$ cat src/rtl/stopwatch_pkg.sv
// Shared types and seven-segment patterns for the stopwatch display path.
// Segment vectors are active-low and ordered {g,f,e,d,c,b,a}.
package stopwatch_pkg;

  typedef logic [3:0] bcd_t;
  typedef logic [6:0] seg_t;

  localparam seg_t SEG_BLANK = 7'h7F;
  localparam seg_t SEG_DASH  = 7'b0111111;

  // Patterns for the decimal digits 0..9, indexed by digit value.
  localparam seg_t SEG_DIGITS [0:9] = '{
    7'b1000000,  // 0
    7'b1111001,  // 1
    7'b0100100,  // 2
    7'b0110000,  // 3
    7'b0011001,  // 4
    7'b0010010,  // 5
    7'b0000010,  // 6
    7'b1111000,  // 7
    7'b0000000,  // 8
    7'b0010000   // 9
  };

endpackage

$ cat src/rtl/seg7_scan_driver_if.sv
// Bus between the BCD counter (master) and the scan driver (slave).
// Handshake: none. The digits are level signals, sampled by the slave only at
// the end of each full scan. The display outputs are registered levels.
// dbg_idx exposes the digit slot that is currently being scanned.
interface seg7_scan_driver_if;
  import stopwatch_pkg::*;

  logic       blank;
  bcd_t       d1;
  bcd_t       d2;
  bcd_t       d3;
  bcd_t       d4;
  logic [3:0] an;
  seg_t       seg;
  logic       dp;
  logic [1:0] dbg_idx;

  modport master (output blank, d1, d2, d3, d4,
                  input  an, seg, dp, dbg_idx);
  modport slave  (input  blank, d1, d2, d3, d4,
                  output an, seg, dp, dbg_idx);
endinterface

$ cat src/rtl/bcd_to_7seg.sv
// Combinational BCD to active-low seven-segment decoder.
// Codes 10..15 are not valid BCD and are shown as a dash.
module bcd_to_7seg
  import stopwatch_pkg::*;
(
  input  bcd_t i_bcd,
  output seg_t o_seg
);

  // Look up the digit pattern, falling back to a dash for illegal codes.
  always_comb begin
    o_seg = SEG_DASH;
    if (i_bcd <= 4'd9) begin
      o_seg = SEG_DIGITS[i_bcd];
    end
  end

endmodule

$ cat src/rtl/seg7_scan_driver.sv
// Four-digit time-multiplexed seven-segment driver. One digit slot lasts
// REFRESH_DIV clocks. All four digits are captured together at the end of a
// full scan so a counter carry ripple is never displayed half-updated.
module seg7_scan_driver
  import stopwatch_pkg::*;
#(
  parameter int         REFRESH_DIV = 100_000,
  parameter logic [3:0] DP_MASK     = 4'b0100,
  parameter int         LZ_BLANK    = 1
) (
  input  logic               clk,
  input  logic               reset,
  seg7_scan_driver_if.slave  bus
);

  localparam int CNT_W = $clog2(REFRESH_DIV);
  localparam logic [CNT_W-1:0] CNT_LAST = CNT_W'(REFRESH_DIV - 1);

  logic [CNT_W-1:0] r_cnt;
  logic [1:0]       r_idx;
  logic [15:0]      r_snap;  // {d4,d3,d2,d1}
  logic [3:0]       r_an;
  seg_t             r_seg;
  logic             r_dp;

  logic             w_tick;
  bcd_t             w_digit;
  logic             w_digit_blank;
  seg_t             w_seg;

  assign w_tick = (r_cnt == CNT_LAST);

  // Prescaler, slot index and end-of-scan digit snapshot.
  always_ff @(posedge clk) begin
    if (reset) begin
      r_cnt  <= '0;
      r_idx  <= 2'd0;
      r_snap <= 16'h0000;
    end else if (w_tick) begin
      r_cnt <= '0;
      r_idx <= r_idx + 2'd1;
      if (r_idx == 2'd3) begin
        r_snap <= {bus.d4, bus.d3, bus.d2, bus.d1};
      end
    end else begin
      r_cnt <= r_cnt + CNT_W'(1);
    end
  end

  // Select the snapshot digit for the current slot and decide leading-zero blanking.
  always_comb begin
    w_digit       = r_snap[3:0];
    w_digit_blank = 1'b0;
    case (r_idx)
      2'd0: w_digit = r_snap[3:0];
      2'd1: w_digit = r_snap[7:4];
      2'd2: begin
        w_digit       = r_snap[11:8];
        w_digit_blank = (LZ_BLANK != 0) && (r_snap[15:8] == 8'h00);
      end
      default: begin
        w_digit       = r_snap[15:12];
        w_digit_blank = (LZ_BLANK != 0) && (r_snap[15:12] == 4'h0);
      end
    endcase
  end

  bcd_to_7seg u_dec (
    .i_bcd (w_digit),
    .o_seg (w_seg)
  );

  // Register the display lines so they change one clock after the slot index.
  always_ff @(posedge clk) begin
    if (reset) begin
      r_an  <= 4'b1111;
      r_seg <= SEG_BLANK;
      r_dp  <= 1'b1;
    end else if (bus.blank || w_digit_blank) begin
      r_an  <= 4'b1111;
      r_seg <= SEG_BLANK;
      r_dp  <= 1'b1;
    end else begin
      r_an  <= ~(4'b0001 << r_idx);
      r_seg <= w_seg;
      r_dp  <= ~DP_MASK[r_idx];
    end
  end

  assign bus.an      = r_an;
  assign bus.seg     = r_seg;
  assign bus.dp      = r_dp;
  assign bus.dbg_idx = r_idx;

endmodule

$ cat src/flat_wrapper.sv
// flat-port wrapper written by rule: the top's interface ports become plain ports
module seg7_scan_driver_flat import stopwatch_pkg::*;
#(
  parameter int         REFRESH_DIV = 100_000,
  parameter logic [3:0] DP_MASK     = 4'b0100,
  parameter int         LZ_BLANK    = 1
)
  (clk, reset, bus_blank, bus_d1, bus_d2, bus_d3, bus_d4, bus_an, bus_seg, bus_dp, bus_dbg_idx);
  seg7_scan_driver_if bus_i ();
  input  logic clk;
  input  logic reset;
  input wire logic [$bits(bus_i.blank)-1:0] bus_blank;
  input wire logic [$bits(bus_i.d1)-1:0] bus_d1;
  input wire logic [$bits(bus_i.d2)-1:0] bus_d2;
  input wire logic [$bits(bus_i.d3)-1:0] bus_d3;
  input wire logic [$bits(bus_i.d4)-1:0] bus_d4;
  output wire logic [$bits(bus_i.an)-1:0] bus_an;
  output wire logic [$bits(bus_i.seg)-1:0] bus_seg;
  output wire logic [$bits(bus_i.dp)-1:0] bus_dp;
  output wire logic [$bits(bus_i.dbg_idx)-1:0] bus_dbg_idx;
  assign bus_i.blank = bus_blank;
  assign bus_i.d1 = bus_d1;
  assign bus_i.d2 = bus_d2;
  assign bus_i.d3 = bus_d3;
  assign bus_i.d4 = bus_d4;
  assign bus_an = bus_i.an;
  assign bus_seg = bus_i.seg;
  assign bus_dp = bus_i.dp;
  assign bus_dbg_idx = bus_i.dbg_idx;
  seg7_scan_driver #(.REFRESH_DIV(REFRESH_DIV), .DP_MASK(DP_MASK), .LZ_BLANK(LZ_BLANK)) u_core (.clk(clk), .reset(reset), .bus(bus_i));
endmodule
$ cat config.mk
export PLATFORM = sky130hd
export DESIGN_NAME = seg7_scan_driver_flat
export DESIGN_NICKNAME = d
export VERILOG_FILES = /design/src/rtl/stopwatch_pkg.sv /design/src/rtl/seg7_scan_driver_if.sv /design/src/rtl/bcd_to_7seg.sv /design/src/rtl/seg7_scan_driver.sv /design/src/flat_wrapper.sv
export SDC_FILE = /design/constraint.sdc
export NUM_CORES = 1
export LEC_CHECK = 0
export ABC_AREA = 1
export CORE_MARGIN = 2
export CORE_UTILIZATION = 42
export CTS_BUF_LIST = sky130_fd_sc_hd__clkbuf_8
export DETAILED_ROUTE_END_ITERATION = 7
export GPL_ROUTABILITY_DRIVEN = 0
export PLACE_DENSITY = 0.61
export RECOVER_POWER = 100
export SLEW_MARGIN = 20
export SYNTH_ARGS = -nofsm -noshare
export SYNTH_HDL_FRONTEND = slang
export SYNTH_SLANG_ARGS = --single-unit
$ cat constraint.sdc
create_clock -name clk -period 4.2 [get_ports clk]
set_clock_uncertainty 0.05 [all_clocks]
set_input_delay 0.84 -clock clk [delete_from_list [all_inputs] [get_ports clk]]
set_output_delay 0.84 -clock clk [all_outputs]
set_load 0.01 [all_outputs]
==> impl_metrics.toml, run 1 <==
[worst_setup_path]
path_cells = "dlygate4sd3_1, clkinv_1, nand2_1, nor3_1"
cp.arrival_ps = 2550
worst_setup_path_end_kind = "flop"
cp_top_family = "buffers and inverters"
cp-start-kind = "primary input"
worstSetupPathType = "in2reg"
cp.required_ps = 4310
path_buf_inv = 2
max_stage_delay_ps = 640
worst_path_max_delay_cell = "nand2_1"
path_max_fanout = 19

[power]
p_per_area_nw_per_um2 = 263
ir_drop_mv = 0.174
leakage_nw = 1.16

[clock_tree]
cts_tree = "yes"
ctsResizeCount = 0
clock_sinks = 46
clk_latency_ps = 290
post_cts_buffers = 0
path_clk_slew_ps = 70
cts_buffer_depth = 2
cts-root-buf = "clkbuf_8"
htree_levels = 2
cts_hold_buf = 0
numCtsBuffers = 5

[global_route]
grt_overflow = 0
grt_pass1_vias = 1884
grt_max_degree = 34
grt_pass1_wl_um = 8180
antenna_found_initial = 0
grt.total_usage = 0.164

[sta]
rsz0062_at_grt = "no"
tightest_slew_ps = 998
hold_violations = 0
finalSetupTns_ps = 0
max_slew_margin = 0.335
fin_crit_sh = 0.582
drv_slew = 0
setup_viol = 0
hold_ws_ps = 410
max_freq_ghz = 0.409
fin_crit_ps = 2440

[detailed_routing]
drc_errors = 0
initialDrtViolationCount = 80
highest_layer = "met4"
vias_per_cell = 4.77
dr_wl_met3_um = 189
drt_first_pass_iters = 4
dr_wl_met2_um = 2200
postRouteAntennaNets = 0
wl_met1_um = 2280
totalWireLength_um = 4700
wire_per_inst_um = 10.8
num_vias = 2078

[yosys]
synth.avg_cell_area_um2 = 7.10
synth-edff-count = 0
ys_warn_count = 0
syn_area_um2 = 2380
ys_ff_latch = 46
netlist_instances = 335
yosysSeqAreaShare = 0.387
muxShareOfSynthArea = 0
synthAdderAreaFrac = 0.0473
syn_nets = 363
ys_types = 33
ys.flop_type = "dfxtp_1"
synth_xor_area_frac = 0.0294
synth_compound_area_frac = 0.0747
synth_top_family_by_area = "simple AND/OR/NAND/NOR gates"
synth-simple-area-share = 0.356
async_flop_share = 0

[status]
status = "finished, final reports clean"

[placement]
io_buffers = 32
dp_hpwl_um = 3540

[cells_and_area]
antenna_cells = 0
syn_to_final_growth_pct = 16.7
drive_gt1_frac = 0.0714
fin_nets = 392

[floorplan]
initial_utilization = 0.435
core-area_um2 = 5470
die_area_um2 = 6280
fp-row-count = 27
ios = 33
die_x_um = 79.3
die_h_um = 79.3

[hold_path]
hold_path_class = "reg2reg"

[run]
drv_cap = 0
==> registers in the layout, summed over array words and instances (netlist names) <==
name                cells
u_core.bus.seg          7
u_core.bus.an           4
u_core.r_snap          16
u_core.bus.dbg_idx      2
u_core.r_cnt           17
==> power by group <==
part | internal, W | switching [W]
logic | 0.0000260 | 0.0000198
registers | 0.000442 | 0.00000213
clock network | 0.000110 | 0.000133
==> final cells by class <==
type                    instances  area (um^2)
fillers                       576         2700
multi-input cells             234         1200
flip-flops and latches         46          921
repair buffers                 34          332
inverters                      43          161
well taps                      72         90.1
clock buffers                   5         68.8
clock inverters                 2         7.51
==> routing by layer <==
| metal | track usage | up-vias |
|---|---|---|
| met3 | 0.0318 | 2 |
| met4 | 0.0741 | 0 |
| met2 | 0.259 | 35 |
| li1 | - | 1117 |
| met1 | 0.217 | 924 |
| met5 | 0 | - |
==> worst register-to-register path: cells and delay by family, from the launching register on <==
kind / cells / cell delay (ps)
simple gates: 6 / 810
buf+inv: 2 / 780
fa+ha+maj: 1 / 180
flops: 1 / 370
xor+xnor: 1 / 150
==> path summary, 6_finish.rpt <==
path / from / to / slack [ps] / cells after the start
hold reg to reg: u_core.r_cnt[0] / u_core.r_cnt[0] / 410 / 1
setup reg to reg: u_core.r_cnt[0] / u_core.r_cnt[16] / 1790 / 10
hold / removal: u_core.r_cnt[0] / u_core.r_cnt[0] / 410 / 1
setup / recovery: reset / u_core.r_cnt[2] / 1760 / 4
==> kinds of logic after synthesis <==
logic type,count (synthesis)
DFF,46
buffers and inverters,55
xor gates and xnor gates,8
and+or+nand+nor,186
AOI/OAI and AO/OA,31
adders and majority gates,9
==> layout by cell type, fill, tap and decap left out, types with 5 or more instances in the layout <==
master           count
nand3_1             19
inv_1               43
nor2_2               6
xor2_1               7
nand4_1             18
a21oi_1             22
dfxtp_1             46
nor3_1               7
ha_1                 8
nor2_1              45
dlygate4sd3_1       15
clkbuf_8             5
nand2_1             78
clkdlybuf4s50_1     17
==> through the flow <==
stage / area (um^2) / cells / power [W] / util / setup WS, ps
6_report: 2780 / 436 / 0.000732 / 0.508 / 1760
5_1_grt: 2780 / 436 / 0.000763 / 0.508 / 1520
4_1_cts: 2790 / 436 / 0.000746 / 0.510 / 1940
3_5_place_dp: 2720 / 429 / 0.000503 / 0.496 / 1750
3_3_place_gp: 2720 / 429 / 0.000503 / 0.496 / 1760
2_1_floorplan: 2380 / 335 / 0.000477 / - / 2350
==> synthesized netlist by cell type, types with 2 or more instances <==
cell,n,area share
a21oi_1,21,0.044
a21oi_2,3,0.011
buf_2,4,0.0084
buf_4,4,0.013
clkbuf_1,2,0.0032
dfxtp_1,46,0.39
ha_1,9,0.047
inv_1,41,0.065
nand2_1,77,0.12
nand2_2,3,0.0079
nand2_4,2,0.0095
nand3_1,19,0.040
nand4_1,18,0.047
nor2_1,44,0.069
nor2_2,7,0.018
nor3_1,7,0.015
o21ai_0,4,0.0084
or2_0,2,0.0053
or2_2,2,0.0053
xor2_1,7,0.026
Power figures use the tool's default switching activity.
==> run 2: changes to the inputs <==
clock period = 2.55 ns   (was 4.2 ns; I/O delays follow)
==> run 2 against run 1 <==
Compared with the run above:
- final area rose by 1.7%
- first-iteration DRC count rose by 20%
- setup slack got worse by 1200 ps
- via count rose by 2.9%
- register-to-register slack got worse by 1300 ps
- critical endpoint is now u_core.bus.seg[1]
- largest power group unchanged
==> impl_metrics.toml, run 2 (synthesis results as in run 1) <==
[worst_setup_path]
cp_common_cell = "nand2_1"
startpoint = "u_core.bus.dbg_idx[0]"
crit_end = "u_core.bus.seg[1]"
path_max_fanout = 7
worstSetupPathType = "reg2reg"
reg2reg_depth = 11
r2r_start = "u_core.bus.dbg_idx[0]"
cp.required_ps = 2660
cp.arrival_ps = 2140
cp_top_family = "simple AND/OR/NAND/NOR gates"
path_buf_inv = 2
timing.rr.end = "u_core.bus.seg[1]"
max_stage_delay_ps = 440
rrSetupSlack_ps = 510
cp-start-kind = "flop"
path_cells = "inv_1, ha_1, nand2_1, nand2_1, o21ai_1, ha_1, inv_1, nand2_1, nand2_1, nand2_1, nand3_1"
critical_path_depth = 11
worst_setup_path_end_kind = "flop"
worst_path_max_delay_cell = "dfxtp_1"

[cells_and_area]
n_fill_cell = 577
antenna_cells = 0
largest_reg_flops = 17
final_area_um2 = 2830
seqCellArea_um2 = 921
fin_nets = 395
syn_to_final_growth_pct = 18.7
regMostFlops = "u_core.r_cnt"
multiInputGateArea_um2 = 1190
utilization = 0.516
drive_gt1_frac = 0.0788
most-common-layout-cells = "79 x nand2_1, 47 x nor2_1, 46 x dfxtp_1, 41 x inv_1, 22 x a21oi_1"
layout_commonest_cell = "nand2_1"

[sta]
drv_slew = 0
tightest_slew_ps = 721
layout_setup_ws_ps = 513
setup_viol = 0
fin_crit_ps = 2040
finalSetupTns_ps = 0
max_slew_margin = 0.519
hold_violations = 0
fin_crit_sh = 0.799
rsz0062_at_grt = "no"
max_freq_ghz = 0.491

[power]
power.total_w = 0.00132
p_sw_w = 0.000272
p_int_w = 0.00105
leakage_nw = 1.19
ir_drop_mv = 0.213
share_seq_of_total_power = 0.555
p_clk_frac = 0.386
comb_power_share = 0.059
p_sw_frac = 0.206
p_per_area_nw_per_um2 = 466

[clock_tree]
post_cts_buffers = 0
cts_tree = "yes"
numCtsBuffers = 5
cts-root-buf = "clkbuf_8"
path_clk_slew_ps = 70
htree_levels = 2
cts_buffer_depth = 2
clock_sinks = 46
clk_latency_ps = 300
ctsResizeCount = 0
cts_hold_buf = 0

[hold_path]
hold_path_class = "reg2reg"

[floorplan]
core-area_um2 = 5470
initial_utilization = 0.435
die_h_um = 79.3
die_x_um = 79.3
fp-row-count = 27
die_area_um2 = 6280
ios = 33

[placement]
dp_hpwl_um = 3690
place_worst_setup_slack_ps = 458
place_area_um2 = 2740
io_buffers = 32

[status]
status = "finished, final reports clean"

[detailed_routing]
num_vias = 2139
initialDrtViolationCount = 96
wire_per_inst_um = 11.1
vias_per_cell = 4.86
drt_first_pass_iters = 5
postRouteAntennaNets = 0
totalWireLength_um = 4880
drc_errors = 0

[global_route]
antenna_found_initial = 0
grt_overflow = 0
grt.total_usage = 0.165
grt_max_degree = 34
grt_pass1_vias = 1808
grt_pass1_wl_um = 8200

[run]
drv_cap = 0
[run 2: changes by cell type in the layout (fill, tap and decap cells not counted), sizes merged]
| cell | change |
|---|---|
| buf | +3 |
| inv | -2 |
| dlygate4sd3 | -1 |
| clkdlybuf4s50 | +1 |
| clkbuf | +3 |
[run 2: how the worst min path moves through the flow]
stage / startpoint / to / slack [ps] / cells after the start
3_5_place_dp: u_core.r_cnt[0] / u_core.r_cnt[0] / 390 / 1
2_1_floorplan: u_core.r_cnt[0] / u_core.r_cnt[0] / 380 / 1
4_1_cts: u_core.r_cnt[0] / u_core.r_cnt[0] / 410 / 1
5_1_grt: u_core.r_cnt[0] / u_core.r_cnt[0] / 440 / 1
6_report: u_core.r_cnt[0] / u_core.r_cnt[0] / 400 / 1
3_3_place_gp: u_core.r_cnt[0] / u_core.r_cnt[0] / 390 / 1
[run 2: area by class of cell]
| class | instances | area share |
|---|---|---|
| Inverter | 43 | 0.0571 |
| Timing Repair Buffer | 37 | 0.126 |
| Sequential cell | 46 | 0.326 |
| Tap cell | 72 | 0.0319 |
| Clock buffer | 8 | 0.0390 |
| Multi-Input combinational cell | 234 | 0.420 |
[run 2: through the flow]
step	hold WS, ps	cells
after floorplan	377	335
after global placement	388	432
after detailed placement	394	432
after CTS	410	440
after global routing	444	440
final	405	440
[run 2: power groups by stage]
| stage | logic [W] | registers [W] | clock network (W) |
|---|---|---|---|
| 6_report | 0.0000775 | 0.000731 | 0.000508 |
| 5_1_grt | 0.0000884 | 0.000732 | 0.000552 |
| 4_1_cts | 0.0000820 | 0.000732 | 0.000527 |
| 3_5_place_dp | 0.0000821 | 0.000749 | 0 |
| 3_3_place_gp | 0.0000817 | 0.000748 | 0 |
| 2_1_floorplan | 0.0000351 | 0.000751 | 0 |
[run 2: routing by layer]
metal / part of all wire / up-vias / GRT usage / wire length (um)
met1: 0.49 / 970 / 0.222 / 2410
met4: 0.013 / 0 / 0.0534 / 62
met2: 0.45 / 40 / 0.259 / 2210
met5: 0 / - / 0 / 0
met3: 0.040 / 6 / 0.0420 / 193
li1: - / 1123 / - / -
